===== config.mk =====
export PLATFORM = sky130hd
export DESIGN_NAME = construtor_caminho
export DESIGN_NICKNAME = d
export VERILOG_FILES = /design/src/rtl/construtor_caminho.sv
export SDC_FILE = /design/constraint.sdc
export NUM_CORES = 1
export LEC_CHECK = 0
export ABC_AREA = 0
export CAP_MARGIN = 30
export CORE_MARGIN = 4
export CORE_UTILIZATION = 35
export CTS_CLUSTER_DIAMETER = 40
export DETAILED_ROUTE_END_ITERATION = 12
export GPL_TIMING_DRIVEN = 0
export SETUP_SLACK_MARGIN = 0.4
export SYNTH_ARGS = -nofsm -noshare
export SYNTH_HDL_FRONTEND = slang
export SYNTH_SLANG_ARGS = --single-unit

===== constraint.sdc =====
create_clock -name clk -period 9.55 [get_ports clk]
set_input_delay 0.955 -clock clk [delete_from_list [all_inputs] [get_ports clk]]
set_output_delay 0.955 -clock clk [all_outputs]
set_load 0.01 [all_outputs]

===== src/rtl/construtor_caminho.sv =====
// Path-reconstruction sequencer.
// Once the search has finished, the controller pulses cme_construir_in. The
// block then walks the predecessor ("anterior") memory from destino back to
// fonte, issuing one read per node. Each visited node is pushed onto an
// internal LIFO. The path is then streamed out fonte-first. A walk that would
// overflow the LIFO indicates a corrupt or looping predecessor chain; it is
// reported with a one-cycle erro pulse and produces no beats.
//
// Output handshake: a beat (cc_addr_out, cc_last_out) transfers on every
// rising clk edge where cc_valid_out & saida_ready_in are both high. Once
// valid is raised it stays high, with addr/last stable, until the beat is
// accepted. Valid never depends on ready.
module construtor_caminho #(
    parameter int ADDR_WIDTH = 6,
    parameter int MAX_PATH   = 64,
    parameter int CNT_WIDTH  = 7
) (
    input  logic                  clk,
    input  logic                  rst_n,
    input  logic                  cme_construir_in,
    input  logic [ADDR_WIDTH-1:0] fonte_in,
    input  logic [ADDR_WIDTH-1:0] destino_in,
    output logic                  ant_rd_en_out,
    output logic [ADDR_WIDTH-1:0] ant_rd_addr_out,
    input  logic [ADDR_WIDTH-1:0] ant_rd_data_in,
    output logic                  cc_valid_out,
    output logic [ADDR_WIDTH-1:0] cc_addr_out,
    output logic                  cc_last_out,
    input  logic                  saida_ready_in,
    output logic [CNT_WIDTH-1:0]  cc_tamanho_out,
    output logic                  cc_ocupado_out,
    output logic                  cc_pronto_out,
    output logic                  cc_erro_out
);

    localparam int IDX_W = $clog2(MAX_PATH);

    localparam logic [2:0] IDLE    = 3'd0;
    localparam logic [2:0] EMPILHA = 3'd1;
    localparam logic [2:0] ESPERA  = 3'd2;
    localparam logic [2:0] EMITIR  = 3'd3;
    localparam logic [2:0] ERRO    = 3'd4;

    logic [2:0]            estado;
    logic [ADDR_WIDTH-1:0] fonte_q;
    logic [ADDR_WIDTH-1:0] atual_q;
    logic [CNT_WIDTH-1:0]  count_q;
    logic [CNT_WIDTH-1:0]  tamanho_q;
    logic                  pronto_q;
    logic [ADDR_WIDTH-1:0] pilha [MAX_PATH];

    logic                  cheio;
    logic                  push;
    logic                  pop;
    logic                  no_fonte;
    logic [CNT_WIDTH-1:0]  topo_idx;
    logic [ADDR_WIDTH-1:0] topo;

    // LIFO bookkeeping and handshake qualifiers
    always_comb begin
        cheio    = (count_q == CNT_WIDTH'(MAX_PATH));
        push     = (estado == EMPILHA) && !cheio;
        pop      = (estado == EMITIR) && saida_ready_in;
        no_fonte = (atual_q == fonte_q);
        topo_idx = count_q - CNT_WIDTH'(1);
        topo     = pilha[topo_idx[IDX_W-1:0]];
    end

    // Output decode: reads only from EMPILHA, beats only from EMITIR, so the two never overlap
    always_comb begin
        ant_rd_en_out   = push && !no_fonte;
        ant_rd_addr_out = ant_rd_en_out ? atual_q : '0;
        cc_valid_out    = (estado == EMITIR);
        cc_addr_out     = cc_valid_out ? topo : '0;
        cc_last_out     = cc_valid_out && (count_q == CNT_WIDTH'(1));
        cc_tamanho_out  = tamanho_q;
        cc_ocupado_out  = (estado != IDLE);
        cc_pronto_out   = pronto_q;
        cc_erro_out     = (estado == ERRO);
    end

    // LIFO storage; contents are don't-care until pushed, so no reset
    always_ff @(posedge clk) begin
        if (push) begin
            pilha[count_q[IDX_W-1:0]] <= atual_q;
        end
    end

    // Control FSM: capture, walk/push, wait for read data, emit, overflow
    always_ff @(posedge clk or negedge rst_n) begin
        if (!rst_n) begin
            estado    <= IDLE;
            fonte_q   <= '0;
            atual_q   <= '0;
            count_q   <= '0;
            tamanho_q <= '0;
            pronto_q  <= 1'b0;
        end else begin
            pronto_q <= pop && (count_q == CNT_WIDTH'(1));
            case (estado)
                IDLE: begin
                    if (cme_construir_in) begin
                        fonte_q   <= fonte_in;
                        atual_q   <= destino_in;
                        count_q   <= '0;
                        tamanho_q <= '0;
                        estado    <= EMPILHA;
                    end
                end
                EMPILHA: begin
                    if (cheio) begin
                        estado <= ERRO;
                    end else begin
                        count_q   <= count_q + CNT_WIDTH'(1);
                        tamanho_q <= tamanho_q + CNT_WIDTH'(1);
                        estado    <= no_fonte ? EMITIR : ESPERA;
                    end
                end
                ESPERA: begin
                    atual_q <= ant_rd_data_in;
                    estado  <= EMPILHA;
                end
                EMITIR: begin
                    if (saida_ready_in) begin
                        count_q <= count_q - CNT_WIDTH'(1);
                        if (count_q == CNT_WIDTH'(1)) begin
                            estado <= IDLE;
                        end
                    end
                end
                ERRO: begin
                    count_q <= '0;
                    estado  <= IDLE;
                end
                default: begin
                    estado <= IDLE;
                end
            endcase
        end
    end

endmodule

* Yosys cells after proc, flatten, opt, wreduce, memory -nomap -nowiden
Memory sizes are Yosys's and may differ from the RTL's. Cells that the tools add are included.
Cells by class: add/sub/neg operators 3, multiply operators 0, divide/modulo/power cells 0, magnitude comparators 0, equality and inequality tests 11, shift-type cells 0, muxes and demuxes 18, bitwise logic cells 0, reductions and logical operators 17
Operator list (number):
- 7-bit 2-to-1 mux | 4
- 7-bit one-hot mux with 4 select lines | 1
- 6-bit 2-to-1 mux | 3
- 7-bit by 1-bit adder with 7-bit output, second input constant | 2
- 7-bit one-hot mux with 2 select lines | 1
- 3-bit 2-to-1 mux | 4
- 3-bit one-hot mux with 4 select lines | 1
- 6-bit one-hot mux with 2 select lines | 1
- 7-bit by 1-bit equality test with 1-bit output, second input constant | 1
- 7-bit equality test, second input constant | 1
- 7-bit by 1-bit subtractor with 7-bit output, second input constant | 1
- 3-bit by 2-bit equality test with 1-bit output, second input constant | 2
- 6-bit equality test | 1
- 3-bit AND reduction | 2
- 1-bit logical AND | 5
- 2-bit by 1-bit inequality test with 1-bit output, second input constant | 2
- 2-bit inequality test, second input constant | 2
- 2-bit AND reduction | 2
- 4-bit AND reduction | 1
- 2-bit nonzero test | 2
- 4-bit nonzero test | 1
- 3-bit by 1-bit equality test with 1-bit output, second input constant | 1
- 3-bit equality test, second input constant | 1
- 3-bit logical NOT | 1
- other kinds (3) | 6
Word-level totals: register bits after elaboration 30, bits in latches 0, RAM bits 384, bits in read-only memories 0, output and inout bits 25, memories kept 1
Memories:
- pilha | words 64, width 6, read ports 1, clocked after memory_dff 0, wr ports 1, line 50 | logic [ADDR_WIDTH-1:0] pilha [MAX_PATH];

* Depth between registers and ports, before layout
depth in word-level cells 5, depth in mapped cells 12

* Least setup slack after synthesis
Ideal clock, no wire load.
path kind register to output, start point register count_q[0], end point output port cc_addr_out[0], arrival time 3.641 ns, required time 8.595 ns, path slack 4.954 ns, stages on the path, launching flop included 12, path buffers 4, cell sequence dfrtp_1 -> clkbuf_1 -> buf_2 -> buf_2 -> clkinv_1 -> ha_1 -> xor2_1 -> buf_2 -> mux4_2 -> mux2_2 -> a32oi_1 -> nand4_1
Between the ends: word-level cells in the longest chain between the ends 3
RTL lines:
- start: declaration | line 47 | logic [CNT_WIDTH-1:0] count_q;
- start signal: assignment | line 114 | count_q <= count_q + CNT_WIDTH'(1);
- start signal: assignment | line 125 | count_q <= count_q - CNT_WIDTH'(1);
- 7-bit by 1-bit subtractor with 7-bit output
- memory read 64 x 6 bit
- 6-bit 2-to-1 mux | line 74 | cc_addr_out = cc_valid_out ? topo : '0;
- end: declaration | line 27 | output logic [ADDR_WIDTH-1:0] cc_addr_out,
Every way passes these cells.

* Worst setup path after layout
start point register count_q[0], end point output port cc_addr_out[5]
The elaborated chain is that of the path after synthesis.

==> run metrics <==
FFs w/ async S/R, synth=7.25%; vias per cell=5.34; Die X=228 um; Worst path most repeated cell=clkbuf_1; drt first pass iters=6; ant diodes=0; Post-synth EDFFs=384; outcome=completed; register area=12300 sq um; Root Driver=clkbuf_16; worst path cell trace=clkbuf_1 > buf_2 > buf_2 > clkinv_1 > ha_1 > clkbuf_1 > clkbuf_1 > clkbuf_1 > mux4_2 > a21boi_0 > o41ai_1 > nand4_1 > clkdlybuf4s50_1; total wire length=40.6 mm; sum of negative setup slack=0 ns; layout cell share with drive strength beyond 1=23.6%; ys flop type=edfxtp_1; largest net degree at the start of global routing=53; Hold Crit Class=reg2reg; top-count cell post-synth=edfxtp_1; CP Capture Point=cc_addr_out[5]; CTS Buffer Depth=3; HPWL after DPL=26.8 mm; Area growth, synth to finish=19.1%; P_leak=6.44 nW; maxcap violations=0; reg2reg path depth=11; Slew headroom=33.5%; crit path kind=reg2out; die area=52000 sq um; Hold-fix buffers, CTS=0; Layout Nets=1045; post-synthesis sequential area ratio=72.5%; DRT iter0 DRCs=787; latest clock arrival within the worst-skew pair=0.59 ns; GRT Total Usage=15.3%; crit share post-route=80.0%; total power=0.00703 W; area of the multi-input gates=4420 sq um; wire per inst=24.2 um; Resize count post-CTS=0; Syn. warnings=0; clk sinks=414; CTS Buf Count=53; Setup violations, final=0; Worst-path clk slew=0.06 ns; vias in the first global route=9283; Worst Path Arrival=6.68 ns; initial antenna violation count=2; flops & latches, synth=414; critical path depth=13; worst-margin pin slew=0.997 ns; DP Area=18300 sq um; Cell Area, Synth=17000 sq um; H-tree levels=2; num ports=47; gp weighted congestion=0.858; first-pass GRT wire length=60.1 mm; Fin. Hold Viols=0; Crit. Startpoint=count_q[0]$_DFFE_PN0P_; PD cells=348 nW/um^2; area fraction of the dominant cell type after synthesis=68.0%; Final ANT Viol Nets=0; Cells after Synth=910; Worst EP required=8.60 ns; Synth area leaders=edfxtp_1, mux4_2, dfrtp_1; Mapped Avg Cell Area=18.6 sq um; Slowest cell on crit path=clkbuf_1; DRC viols=0; initial core utilization=35.4%; IO buf count=46; setup slack at placement=2.55 ns; Max stage delay on crit path=0.75 ns; Yosys top cell by area=edfxtp_1; Setup crit start kind=register; CORE AREA=47800 sq um; Row Count=80; TritonCTS clock tree=done; Fmax=0.131 GHz; setup bufs post-CTS=0; Unique masters post-synth=55; CP top delay family=buffers and inverters; count of pins over their slew limit=0; Buf/Inv on CP=8; r2r endpoint=pilha[2][5]$_DFFE_PP_; Crit Reg-Reg Startpoint=count_q[0]$_DFFE_PN0P_; maximum VDD drop=0.000224 V; Vias=8956; Max FO, Critical Path=10; RSZ-0062 raised after global routing=false; Syn Nets=936; Period minus WS final=7.64 ns; fillers=4225; CP endpoint kind=output pin; Synth top cells by count=edfxtp_1, mux4_2, nor2_1, clkbuf_1; worst setup margin=1.91 ns; Remaining Overflow, GRT=0; Worst R2R Setup Slack=4.73 ns; Worst Skew=0.0185 ns; design area=20200 sq um; die height=228 um
[through the flow]
step	utilization [%]	hold slack, ns	cells
2_1_floorplan	-	0.491	910
3_3_place_gp	38.0	0.516	1571
3_5_place_dp	38.3	0.521	1579
4_1_cts	42.2	0.533	1677
5_1_grt	42.2	0.553	1677
6_report	42.2	0.530	1677
[layer usage]
| metal | track usage [%] | vias up | part of all wire (%) |
|---|---|---|---|
| li1 | - | 3915 | - |
| met1 | 20.5 | 4692 | 42 |
| met2 | 24.7 | 267 | 48 |
| met3 | 3.51 | 78 | 6.2 |
| met4 | 5.70 | 4 | 3.3 |
| met5 | 0 | - | 0.052 |
[cells by family (layout without fill, tap and decap cells)]
kind of cell / count (synthesis) / in the layout / synth area share [%]
fa+ha+maj: 4 / 4 / 0.295
compound gates: 94 / 94 / 4.45
flops: 414 / 414 / 72.5
mux: 126 / 126 / 14.7
buf+inv: 57 / 209 / 1.45
simple gates: 199 / 199 / 5.79
xor+xnor: 16 / 16 / 0.827
[worst reg2reg max path: stages (launching register included)]
cell and delay [ns]:
dfrtp_1 0.44, clkbuf_1 0.37, buf_2 0.44, buf_2 0.45
clkinv_1 0.35, ha_1 0.37, clkbuf_1 0.25, nand3_1 0.25
nand2_1 0.21, or4_1 0.54, clkbuf_1 0.23, nor2_1 0.56
[flip-flops by register name (all words and copies together), names as in the netlist]
register / count
atual_q: 6
cc_pronto_out: 1
cc_tamanho_out: 7
count_q: 7
estado: 3
fonte_q: 6
pilha: 384
[worst min-delay path by stage]
stage	start	to	slack, ns	cells past startpoint
floorplan	count_q[6]$_DFFE_PN0P_	count_q[6]$_DFFE_PN0P_	0.49	1
global placement	fonte_q[1]$_DFFE_PN0P_	fonte_q[1]$_DFFE_PN0P_	0.52	1
detailed placement	fonte_q[5]$_DFFE_PN0P_	fonte_q[5]$_DFFE_PN0P_	0.52	1
CTS	fonte_q[5]$_DFFE_PN0P_	fonte_q[5]$_DFFE_PN0P_	0.53	1
global route	fonte_q[0]$_DFFE_PN0P_	fonte_q[0]$_DFFE_PN0P_	0.55	1
finish	fonte_q[5]$_DFFE_PN0P_	fonte_q[5]$_DFFE_PN0P_	0.53	1
[layout make-up]
type                    count  share of cell area (%)
repair buffers             54                    3.04
plain buffers              48                    1.05
multi-input cells         439                    21.9
flip-flops and latches    414                    60.9
clock buffers              59                    6.89
clock inverters            39                    2.29
inverters                   9                   0.167
well taps                 615                    3.81
[cells in the final DEF (no fill, tap or decap), types with 5 or more instances in the layout]
cell type and instances:
inv_6 6, o21ai_0 13, inv_1 8, clkinv_2 8
xor2_1 9, clkbuf_1 36, a22oi_1 6, edfxtp_1 384
clkbuf_16 55, clkdlybuf4s50_1 46, buf_2 14, a21boi_0 26
nand4_1 11, dfrtp_2 6, buf_12 6, nor2_1 82
nand2_1 25, mux4_2 96, clkinvlp_4 5, xnor2_1 7
a32oi_1 10, nand3_1 13, mux2_2 28, nor2b_1 30
o41ai_1 13, dfrtp_1 24, bufinv_16 8, clkinv_1 6
and2_1 7
[where the power goes]
part           switching, W  internal (W)  total (W)  leakage [nW]
clock network      0.000786       0.00128    0.00206         0.898
logic               0.00146       0.00103    0.00250          1.69
registers          0.000162       0.00231    0.00247          3.85
Note: power is estimated with default switching activity, not from simulation.
